`src/rtl/mpu_mem_pkg.sv`:
```
// Shared definitions for the memory access arbiter: FSM state encoding,
// requester (owner) identifiers and default bus widths.
package mpu_mem_pkg;

   localparam int DEF_ADDR_W = 16;
   localparam int DEF_DATA_W = 8;

   typedef enum logic [1:0] {
      IDLE   = 2'd0,
      ACCESS = 2'd1,
      RESP   = 2'd2
   } state_t;

   localparam logic OWN_CPU = 1'b0;
   localparam logic OWN_LDR = 1'b1;

endpackage

```
`src/rtl/mem_access_timer.sv`:
```
// Loadable down-counter that measures how long the memory enable is held;
// zero is asserted while the count is 0.
module mem_access_timer #(
   parameter int CNT_W = 2
) (
   input  logic             clk,
   input  logic             rst,
   input  logic             load,
   input  logic [CNT_W-1:0] load_val,
   input  logic             en,
   output logic             zero
);

   logic [CNT_W-1:0] count_reg;

   always_ff @(posedge clk or posedge rst) begin
      if (rst) begin
         count_reg <= '0;
      end else if (load) begin
         count_reg <= load_val;
      end else if (en && count_reg != '0) begin
         count_reg <= count_reg - 1'b1;
      end
   end

   assign zero = (count_reg == '0);

endmodule

```
`src/rtl/mem_access_arbiter.sv`:
```
// Round-robin arbiter sharing one memory between the CPU path and the
// program loader; one access at a time, latched request, one-cycle ack.
module mem_access_arbiter
   import mpu_mem_pkg::*;
#(
   parameter int ADDR_W  = DEF_ADDR_W,
   parameter int DATA_W  = DEF_DATA_W,
   parameter int MEM_LAT = 1
) (
   input  logic              iClk,
   input  logic              iRst,
   input  logic              iCpuReq,
   input  logic              iCpuWe,
   input  logic [ADDR_W-1:0] iCpuAddr,
   input  logic [DATA_W-1:0] iCpuWdata,
   output logic              oCpuAck,
   output logic [DATA_W-1:0] oCpuRdata,
   input  logic              iLdrReq,
   input  logic              iLdrWe,
   input  logic [ADDR_W-1:0] iLdrAddr,
   input  logic [DATA_W-1:0] iLdrWdata,
   output logic              oLdrAck,
   output logic [DATA_W-1:0] oLdrRdata,
   output logic [ADDR_W-1:0] oMemAddr,
   output logic [DATA_W-1:0] oMemWdata,
   output logic              oMemEn,
   output logic              oMemWe,
   input  logic [DATA_W-1:0] iMemRdata,
   output logic              oBusy,
   output logic              oOwner,
   output logic              oStallCpu
);

   localparam int               CNT_W    = 2;
   localparam logic [CNT_W-1:0] LAT_LOAD = CNT_W'(MEM_LAT - 1);

   generate
      if (MEM_LAT < 1 || MEM_LAT > 4) begin : g_bad_lat
         $error("mem_access_arbiter: MEM_LAT=%0d is outside 1..4", MEM_LAT);
      end
   endgenerate

   state_t            state_reg, state_next;
   logic              owner_reg;
   logic              last_reg;
   logic [ADDR_W-1:0] addr_reg;
   logic [DATA_W-1:0] wdata_reg;
   logic              we_reg;
   logic [DATA_W-1:0] cpu_rdata_reg, ldr_rdata_reg;
   logic              grant, grant_ldr, timer_zero;

   // Loader wins only when alone or when the CPU had the previous grant.
   assign grant     = (state_reg == IDLE) && (iCpuReq || iLdrReq);
   assign grant_ldr = iLdrReq && (!iCpuReq || last_reg == OWN_CPU);

   mem_access_timer #(.CNT_W(CNT_W)) u_timer (
      .clk      (iClk),
      .rst      (iRst),
      .load     (grant),
      .load_val (LAT_LOAD),
      .en       (state_reg == ACCESS),
      .zero     (timer_zero)
   );

   always_ff @(posedge iClk or posedge iRst) begin
      if (iRst) begin
         state_reg <= IDLE;
      end else begin
         state_reg <= state_next;
      end
   end

   always_comb begin
      state_next = state_reg;
      oMemEn     = 1'b0;
      oMemWe     = 1'b0;
      oBusy      = 1'b0;
      oCpuAck    = 1'b0;
      oLdrAck    = 1'b0;
      case (state_reg)
         IDLE: begin
            if (grant) state_next = ACCESS;
         end
         ACCESS: begin
            oMemEn = 1'b1;
            oMemWe = we_reg;
            oBusy  = 1'b1;
            if (timer_zero) state_next = RESP;
         end
         RESP: begin
            oBusy      = 1'b1;
            oCpuAck    = (owner_reg == OWN_CPU);
            oLdrAck    = (owner_reg == OWN_LDR);
            state_next = IDLE;
         end
         default: state_next = IDLE;
      endcase
   end

   // last_reg is kept apart from owner_reg so the CPU wins the first tie
   // while oOwner still resets to 0.
   always_ff @(posedge iClk or posedge iRst) begin
      if (iRst) begin
         owner_reg <= OWN_CPU;
         last_reg  <= OWN_LDR;
         addr_reg  <= '0;
         wdata_reg <= '0;
         we_reg    <= 1'b0;
      end else if (grant) begin
         owner_reg <= grant_ldr ? OWN_LDR : OWN_CPU;
         last_reg  <= grant_ldr ? OWN_LDR : OWN_CPU;
         addr_reg  <= grant_ldr ? iLdrAddr : iCpuAddr;
         wdata_reg <= grant_ldr ? iLdrWdata : iCpuWdata;
         we_reg    <= grant_ldr ? iLdrWe : iCpuWe;
      end
   end

   always_ff @(posedge iClk or posedge iRst) begin
      if (iRst) begin
         cpu_rdata_reg <= '0;
         ldr_rdata_reg <= '0;
      end else if (state_reg == ACCESS && timer_zero && !we_reg) begin
         if (owner_reg == OWN_CPU) begin
            cpu_rdata_reg <= iMemRdata;
         end else begin
            ldr_rdata_reg <= iMemRdata;
         end
      end
   end

   assign oMemAddr  = addr_reg;
   assign oMemWdata = wdata_reg;
   assign oOwner    = owner_reg;
   assign oCpuRdata = cpu_rdata_reg;
   assign oLdrRdata = ldr_rdata_reg;
   assign oStallCpu = iCpuReq & ~oCpuAck;

endmodule

```
`config.mk`:
```
export PLATFORM = sky130hd
export DESIGN_NAME = mem_access_arbiter
export DESIGN_NICKNAME = d
export VERILOG_FILES = /design/src/rtl/mpu_mem_pkg.sv /design/src/rtl/mem_access_timer.sv /design/src/rtl/mem_access_arbiter.sv
export SDC_FILE = /design/constraint.sdc
export NUM_CORES = 1
export LEC_CHECK = 0
export ABC_AREA = 1
export CAP_MARGIN = 20
export CORE_AREA = 2 2 100 63
export DETAILED_ROUTE_END_ITERATION = 6
export DIE_AREA = 0 0 102 65
export MAX_ROUTING_LAYER = met4
export PLACE_DENSITY_LB_ADDON = 0.3
export SYNTH_ARGS = -nofsm -noshare
export SYNTH_HDL_FRONTEND = slang
export SYNTH_SLANG_ARGS = --single-unit
```
`constraint.sdc`:
```
create_clock -name iClk -period 2.8 [get_ports iClk]
set_input_delay 0.56 -clock iClk [delete_from_list [all_inputs] [get_ports iClk]]
set_output_delay 0.56 -clock iClk [all_outputs]
set_load 0.1 [all_outputs]
```
==> results of run 1 <==
-- worst min-delay path by stage --
stage,endpoint,slack [ps]
3_5_place_dp,oCpuRdata[1],460
4_1_cts,last_reg,480
5_1_grt,oCpuRdata[6],500
3_3_place_gp,oCpuRdata[4],460
2_1_floorplan,last_reg,450
6_report,last_reg,470
-- cell families after synthesis --
group                    share of synthesized area [%]
adder cells (fa/ha/maj)                           2.51
AND/OR/NAND/NOR                                   36.7
buffers and inverters                             13.1
flip-flops                                        47.3
AO/OA/AOI/OAI                                    0.402
-- cells in the final DEF, fill, tap and decap left out --
cell / instances
nor2_8: 1
nand3_1: 62
clkbuf_8: 6
inv_1: 62
o21ai_2: 1
dfstp_2: 1
buf_12: 1
bufinv_16: 1
clkdlybuf4s50_1: 61
nor2_1: 3
buf_4: 52
o21ai_0: 1
nand2_4: 3
ha_1: 5
nand2_2: 2
nor2_2: 2
dfrtp_1: 46
nand2_1: 129
clkinv_2: 1
nor2_4: 2
inv_2: 1
nor3_4: 1
-- Yosys cell counts (all sizes together) --
| cell type | number |
|---|---|
| nand2 | 134 |
| inv | 63 |
| nand3 | 62 |
| dfrtp | 46 |
| buf | 12 |
| nor2 | 8 |
| ha | 5 |
| o21ai | 2 |
| clkbuf | 1 |
| dfstp | 1 |
| nor3 | 1 |
-- critical path: stages --
cell and delay (ps):
clkdlybuf4s50_1 610, inv_1 110, nor2_4 140, buf_12 180
-- through the flow --
stage,std cells,hold slack (ps)
floorplan,335,449
global placement,520,457
detailed placement,520,464
CTS,528,479
global route,528,503
finish,528,474
-- routing by layer --
layer,up-vias,wire [µm],track usage [%]
met5,-,0,-
met4,0,48,5.33
met3,5,411,5.29
met2,79,2880,32.6
met1,1098,2990,28.3
li1,1217,-,-
-- final cells by class --
| class | instances | area (µm²) | share of cell area [%] |
|---|---|---|---|
| Sequential cell | 47 | 1180 | 32.2 |
| Tap cell | 84 | 105 | 2.87 |
| Clock inverter | 2 | 35.0 | 0.958 |
| Multi-Input combinational cell | 212 | 1000 | 27.3 |
| Clock buffer | 6 | 82.6 | 2.26 |
| Timing Repair Buffer | 114 | 1020 | 27.9 |
| Inverter | 63 | 236 | 6.47 |
==> impl_metrics.tcl, run 1 <==
set metrics [dict create \
    timing.rr.end "oLdrRdata[7]" \
    dpl_worst_slack_ps 619 \
    antenna_found_initial 0 \
    nets 510 \
    ys_warn_count 0 \
    ys_ff_latch 47 \
    post_cts_buffers 0 \
    tightest_slew_ps 695 \
    timing.reg2reg.setup_slack_ps 1110 \
    ios 109 \
    synth_top_area_share_pct 46.3 \
    grt_pass1_wl_um 10600 \
    syn_area_per_cell_um2 7.43 \
    portBuffers 108 \
    htree_levels 2 \
    grt_use_total_pct 21.2 \
    cts.clk_slew.worst_paths_ps 80 \
    setup_ws_ps 635 \
    fp.dieArea_um2 6630 \
    cp-startpoint "iCpuReq" \
    num_rows 22 \
    critPathArrivalTime_ps 1610 \
    fin_area_um2 3660 \
    routed_wl_um 6320 \
    maxSlewHeadroom_pct 53.6 \
    drc_errors 0 \
    placed_cell_area_um2 3540 \
    reg2regPathDepth 7 \
    fin_tns_setup_ps 0 \
    crit_type "primary input to primary output" \
    finalSetupViolCount 0 \
    drt-wirelength-per-cell_um 12.0 \
    grt_start_max_net_pins 34 \
    drt_iter0_markers 103 \
    crit_required_ps 2240 \
    clockRootBuffer "clkbuf_8" \
    period_needed_ps 2170 \
    hold_class "flop to flop" \
    cts_buffers 5 \
    ctsResizeCount 0 \
    die_w_um 102 \
    grt_pass1_vias 2263 \
    synth_area_um2 2490 \
    post-dp-hpwl_um 4870 \
    syn_nets 402 \
    hold_buffers 0 \
    fmaxAchievable_ghz 0.462 \
    drt-vias-per-instance 4.54 \
    cts_sinks 47 \
    cts_max_path_buffers 2 \
    routabilityCongestion 0.811 \
    num_vias 2399 \
    synth_top_area_cell "dfrtp_1" \
    ant_nets 0 \
    antenna_cells 0 \
    tritoncts "yes" \
    ys_top_cells_by_area "dfrtp_1 46%, nand2_1 19%, nand3_1 12%, inv_1 9.5%, ha_1 2.5%" \
    clkLatencyLatePin_ps 300 \
    hp-start "last_reg" \
    num-fill-cells 548 \
    final_core_util_pct 62.7 \
    worstSetupEndpointType "primary output" \
    grt_setup_unrepaired "false" \
    drive_gt1_share_pct 16.9 \
    worstHoldPathCells 2 \
    maxCapViolCount 0 \
    die_h_um 65 \
    r2r_start "state_reg[1]" \
    hold_viol 0 \
    synth-seq-area-share_pct 47.3 \
    start_util_pct 42.6 \
    synth_cells 335 \
    fin_crit_sh_pct 77.3 \
    largest_register_ffs 16 \
    crit_fanout 4 \
    status "finished clean" \
    endpoint "oStallCpu" \
    coreArea_um2 5840 \
    syn_to_final_growth_pct 47.0 \
    dr.pass1.iters 4 \
    synth.distinct_cells 19 \
    overflow 0 \
    drv_slew 0 \
    fin_worst_skew_ps 7.83 \
    start_kind "primary input" \
]
Power of run 1 is not shown: default switching activity piles up to over one toggle a cycle in this logic, so the estimate is an artifact.
==> run 2: changes to the inputs <==
--- a/config.mk
+++ b/config.mk
@@ -7,9 +7,9 @@
 export LEC_CHECK = 0
 export ABC_AREA = 1
 export CAP_MARGIN = 20
-export CORE_AREA = 2 2 100 63
+export CORE_AREA = 2 2 108 68
 export DETAILED_ROUTE_END_ITERATION = 6
-export DIE_AREA = 0 0 102 65
+export DIE_AREA = 0 0 110 70
 export MAX_ROUTING_LAYER = met4
 export PLACE_DENSITY_LB_ADDON = 0.3
 export SYNTH_ARGS = -nofsm -noshare
==> constraint.sdc (replaced) <==
create_clock -name iClk -period 1.99 [get_ports iClk]
set_input_delay 0.398 -clock iClk [delete_from_list [all_inputs] [get_ports iClk]]
set_output_delay 0.398 -clock iClk [all_outputs]
set_load 0.1 [all_outputs]
==> impl_metrics.tcl, run 2 (synthesis gave the netlist of run 1 again) <==
set metrics [dict create \
    critPathArrivalTime_ps 1440 \
    coreArea_um2 6880 \
    grt_setup_unrepaired "false" \
    worstPathBufferInverterCount 3 \
    placed_cells 526 \
    nets 509 \
    drt-wirelength-per-cell_um 12.0 \
    die_h_um 70 \
    drt_iter0_markers 90 \
    clkLatencyLatePin_ps 300 \
    grt_pass1_vias 2332 \
    routed_wl_um 6390 \
    crit_type "flop to primary output" \
    grt_start_max_net_pins 48 \
    grt_use_total_pct 18.5 \
    drv_slew 0 \
    placed_cell_area_um2 3650 \
    grt_pass1_wl_um 10800 \
    ant_nets 0 \
    cts_buffers 5 \
    fin_crit_sh_pct 92.6 \
    fin_cells 534 \
    largest_register_ffs 16 \
    tritoncts "yes" \
    fin_worst_skew_ps 8.55 \
    hold_buffers 0 \
    post-dp-hpwl_um 4820 \
    mostFrequentLayoutCells "129 x nand2_1, 62 x inv_1, 62 x nand3_1, 61 x clkdlybuf4s50_1, 45 x dfrtp_1" \
    antenna_cells 0 \
    setup_ws_ps 147 \
    antenna_found_initial 0 \
    start_util_pct 36.2 \
    cp_cell_sequence "inv_1, ha_1, inv_1, nor2_4, nor2_4, buf_12" \
    ios 109 \
    die_w_um 110 \
    num-fill-cells 673 \
    cpLargestDelayFamily "flip-flops" \
    clockRootBuffer "clkbuf_8" \
    routabilityCongestion 0.846 \
    cts_sinks 47 \
    fin_area_um2 3790 \
    cts_max_path_buffers 2 \
    tightest_slew_ps 484 \
    hold_class "primary input to async pin" \
    status "finished clean" \
    ctsResizeCount 0 \
    finalSetupViolCount 0 \
    hold_viol 0 \
    post_cts_buffers 0 \
    mostFrequentLayoutCell "nand2_1" \
    fin_tns_setup_ps 0 \
    period_needed_ps 1840 \
    drt-vias-per-instance 4.36 \
    crit_fanout 4 \
    cts.clk_slew.worst_paths_ps 90 \
    fp.dieArea_um2 7700 \
    syn_to_final_growth_pct 52.1 \
    cpPeakStageDelay_ps 410 \
    start_kind "flop" \
    num_rows 24 \
    crit_required_ps 1590 \
    crit_path_top_delay_cell "dfrtp_1" \
    drive_gt1_share_pct 17.2 \
    htree_levels 2 \
    fmaxAchievable_ghz 0.543 \
    maxSlewHeadroom_pct 67.7 \
    num_vias 2330 \
    dr.pass1.iters 4 \
    drc_errors 0 \
    worstSetupEndpointType "primary output" \
    dpl_worst_slack_ps 167 \
    maxCapViolCount 0 \
    portBuffers 108 \
    overflow 0 \
]
## run 2: cell types whose count changed in the layout (fill, tap and decap cells not counted), sizes merged
| cell | previous run | this run |
|---|---|---|
| buf | 53 | 52 |
| bufinv | 1 | 2 |
| clkbuf | 6 | 5 |
| clkinv | 1 | 0 |
| clkinvlp | 0 | 1 |
## run 2: area by class of cell
| type | instances | area (µm²) | share of cell area [%] |
|---|---|---|---|
| timing repair buffer | 113 | 1110 | 29.4 |
| inverter | 63 | 236 | 6.25 |
| clock inverter | 3 | 67.6 | 1.78 |
| multi-input combinational | 212 | 1010 | 26.6 |
| sequential | 47 | 1180 | 31.1 |
| tap | 91 | 114 | 3.01 |
| clock buffer | 5 | 68.8 | 1.82 |
## run 2: path summary, 6_finish.rpt
check	from	end	slack [ps]	depth (start not counted)
setup / recovery	state_reg[0]	oStallCpu	150	6
hold / removal	iRst	oLdrRdata[7]	450	3
setup reg to reg	state_reg[1]	oLdrRdata[6]	320	7
hold reg to reg	oCpuRdata[4]	oCpuRdata[4]	480	2
max in group asynchronous	iRst	last_reg	1270	3
min in group iClk	oCpuRdata[4]	oCpuRdata[4]	480	2
## run 2: per-stage QoR
stage / hold slack (ps) / utilization (%)
2_1_floorplan: 449 / -
3_3_place_gp: 459 / 53.1
3_5_place_dp: 463 / 53.1
4_1_cts: 456 / 55.1
5_1_grt: 470 / 55.1
6_report: 446 / 55.1
## run 2: routing by layer
layer	share of wire, %	vias up	GRT usage [%]
met5	0	-	-
met4	1.2	0	5.77
met3	8.3	7	5.23
met2	43	75	27.8
met1	47	1031	24.1
li1	-	1217	-
## run 2: worst register-to-register path, delay by kind of cell, from the launching register on
kind | cells | cell delay [ps]
DFF | 1 | 410
and+or+nand+nor | 5 | 770
adders and majority gates | 1 | 260
buffers and inverters | 1 | 130
Power of run 2 is left out for the same reason.
==> edit: new RTL, flow settings as in run 2 <==
Reset style: synchronous (`iRst` and `rst`), changed in 4 clocked blocks.
--- a/src/rtl/mem_access_timer.sv
+++ b/src/rtl/mem_access_timer.sv
@@ -14,5 +14,5 @@
    logic [CNT_W-1:0] count_reg;
 
-   always_ff @(posedge clk or posedge rst) begin
+   always_ff @(posedge clk) begin
       if (rst) begin
          count_reg <= '0;
--- a/src/rtl/mem_access_arbiter.sv
+++ b/src/rtl/mem_access_arbiter.sv
@@ -63,5 +63,5 @@
    );
 
-   always_ff @(posedge iClk or posedge iRst) begin
+   always_ff @(posedge iClk) begin
       if (iRst) begin
          state_reg <= IDLE;
@@ -100,5 +100,5 @@
    // last_reg is kept apart from owner_reg so the CPU wins the first tie
    // while oOwner still resets to 0.
-   always_ff @(posedge iClk or posedge iRst) begin
+   always_ff @(posedge iClk) begin
       if (iRst) begin
          owner_reg <= OWN_CPU;
@@ -116,5 +116,5 @@
    end
 
-   always_ff @(posedge iClk or posedge iRst) begin
+   always_ff @(posedge iClk) begin
       if (iRst) begin
          cpu_rdata_reg <= '0;
Formal check against the unedited RTL: differs if iRst is asserted again (counterexample within 4 cycles, from zero or initial values and one cycle with iRst high); with iRst held inactive, the same outputs for 10 cycles.
==> edit against run 2 <==
Non-clock buffer count unchanged; via count is 3.8% lower; setup slack better by 0.062 ns; synthesized area fell by 10%; die area did not move; wire length fell by 12%; global-route usage fell by 2.5 points; fmax rose by 3.5%; cell count down 0.37%; sequential cell count unchanged; cell area is 8.7% lower; largest cell class is now buffers.
==> edit: results (changes against run 2) <==
status=finished clean; Slowest-stage cell, CP=dfxtp_1; clk_skew=0.00748 ns (-0.00107 ns); area of the multi-input gates=976 um^2 (-3.1%); share of cells above drive strength 1=17.0% (-0.15 points); Syn Nets=399 (-0.75%); met2 routed WL=2.47 mm (-11%); post-synthesis sequential area ratio=42.1% (-5.2 points); r2r setup slk=0.47 ns (+0.15 ns); Overall Global Routing Usage=15.9% (-2.5 points); reg2reg end=oLdrRdata[4]$_SDFFE_PP0P_; post-route insts no fill=532 (-0.37%); Iter 0 DRT Violations=98 (+8.9%); fill cell count=690 (+2.5%); Post-synth top cells=132 x nand2_1, 59 x inv_1, 47 x dfxtp_1; register area=942 um^2 (-20%); worst reg2reg startpoint=state_reg[1]$_SDFFE_PP0P_; synth unique cells=17 (-2); placed cell areas=0.00337 mm^2 (-7.7%); clock buf count=6 (+1); worst-margin pin slew=0.408 ns (-0.0756 ns); final net count=507 (-0.39%); Inverters, non-clock=62 (-1.6%); Hold WC Path Type=reg -> reg; CP max FO=3 (-1); Top FF cell, synth=dfxtp_1; post-DR wirelength/cell=10.6 um (-11%); Area contributors post-synth=dfxtp_1 42%, nand2_1 22%, inv_1 9.9%, nand3_1 9.6%, a21oi_1 4.5%; Worst EP arrival=1.38 ns (-0.06 ns); met1 wire length=2.83 mm (-6.3%); hold_ws=0.452 ns (+0.00588 ns); Mapped Area=0.00223 mm^2 (-10%); Critical Path Max Stage Delay=0.36 ns (-0.05 ns); pre-CTS setup slack=0.180 ns (+0.0128 ns); Core Util, Final=50.3% (-4.8 points); largest net degree at the start of global routing=27 (-44%); Crit. Startpoint=state_reg[0]$_SDFFE_PP0P_; Syn Inst Count=333 (-0.60%)
[edit: cell types whose count changed after synthesis, sizes merged, moves of 2 or more]
cell | run 2 | this run
nand3 | 62 | 43
dfrtp | 46 | 0
a21oi | 0 | 20
o21ai | 2 | 0
dfxtp | 0 | 47
nand2 | 134 | 137
nor2 | 8 | 6
[edit: layer usage]
metal | GRT usage (%) | vias to the layer above
met4 | 3.80 | 0
li1 | - | 1211
met3 | 3.92 | 2
met1 | 21.0 | 969
met2 | 24.7 | 60
met5 | - | -
[edit: power groups by stage]
stage	Combinational (mW)	Clock [mW]	Sequential [mW]
after floorplan	0.339	0	1.62
after global placement	1.19	0	1.10
after detailed placement	1.20	0	1.10
after CTS	1.20	0.601	1.08
after global routing	1.26	0.646	1.09
final	1.19	0.574	1.08
[edit: cells by family after synthesis]
family | Yosys count | share of synthesized area (%)
buf+inv | 74 | 15.0
xor+xnor | 1 | 0.392
compound gates | 20 | 4.48
simple gates | 187 | 35.8
flops | 47 | 42.1
fa+ha+maj | 4 | 2.24
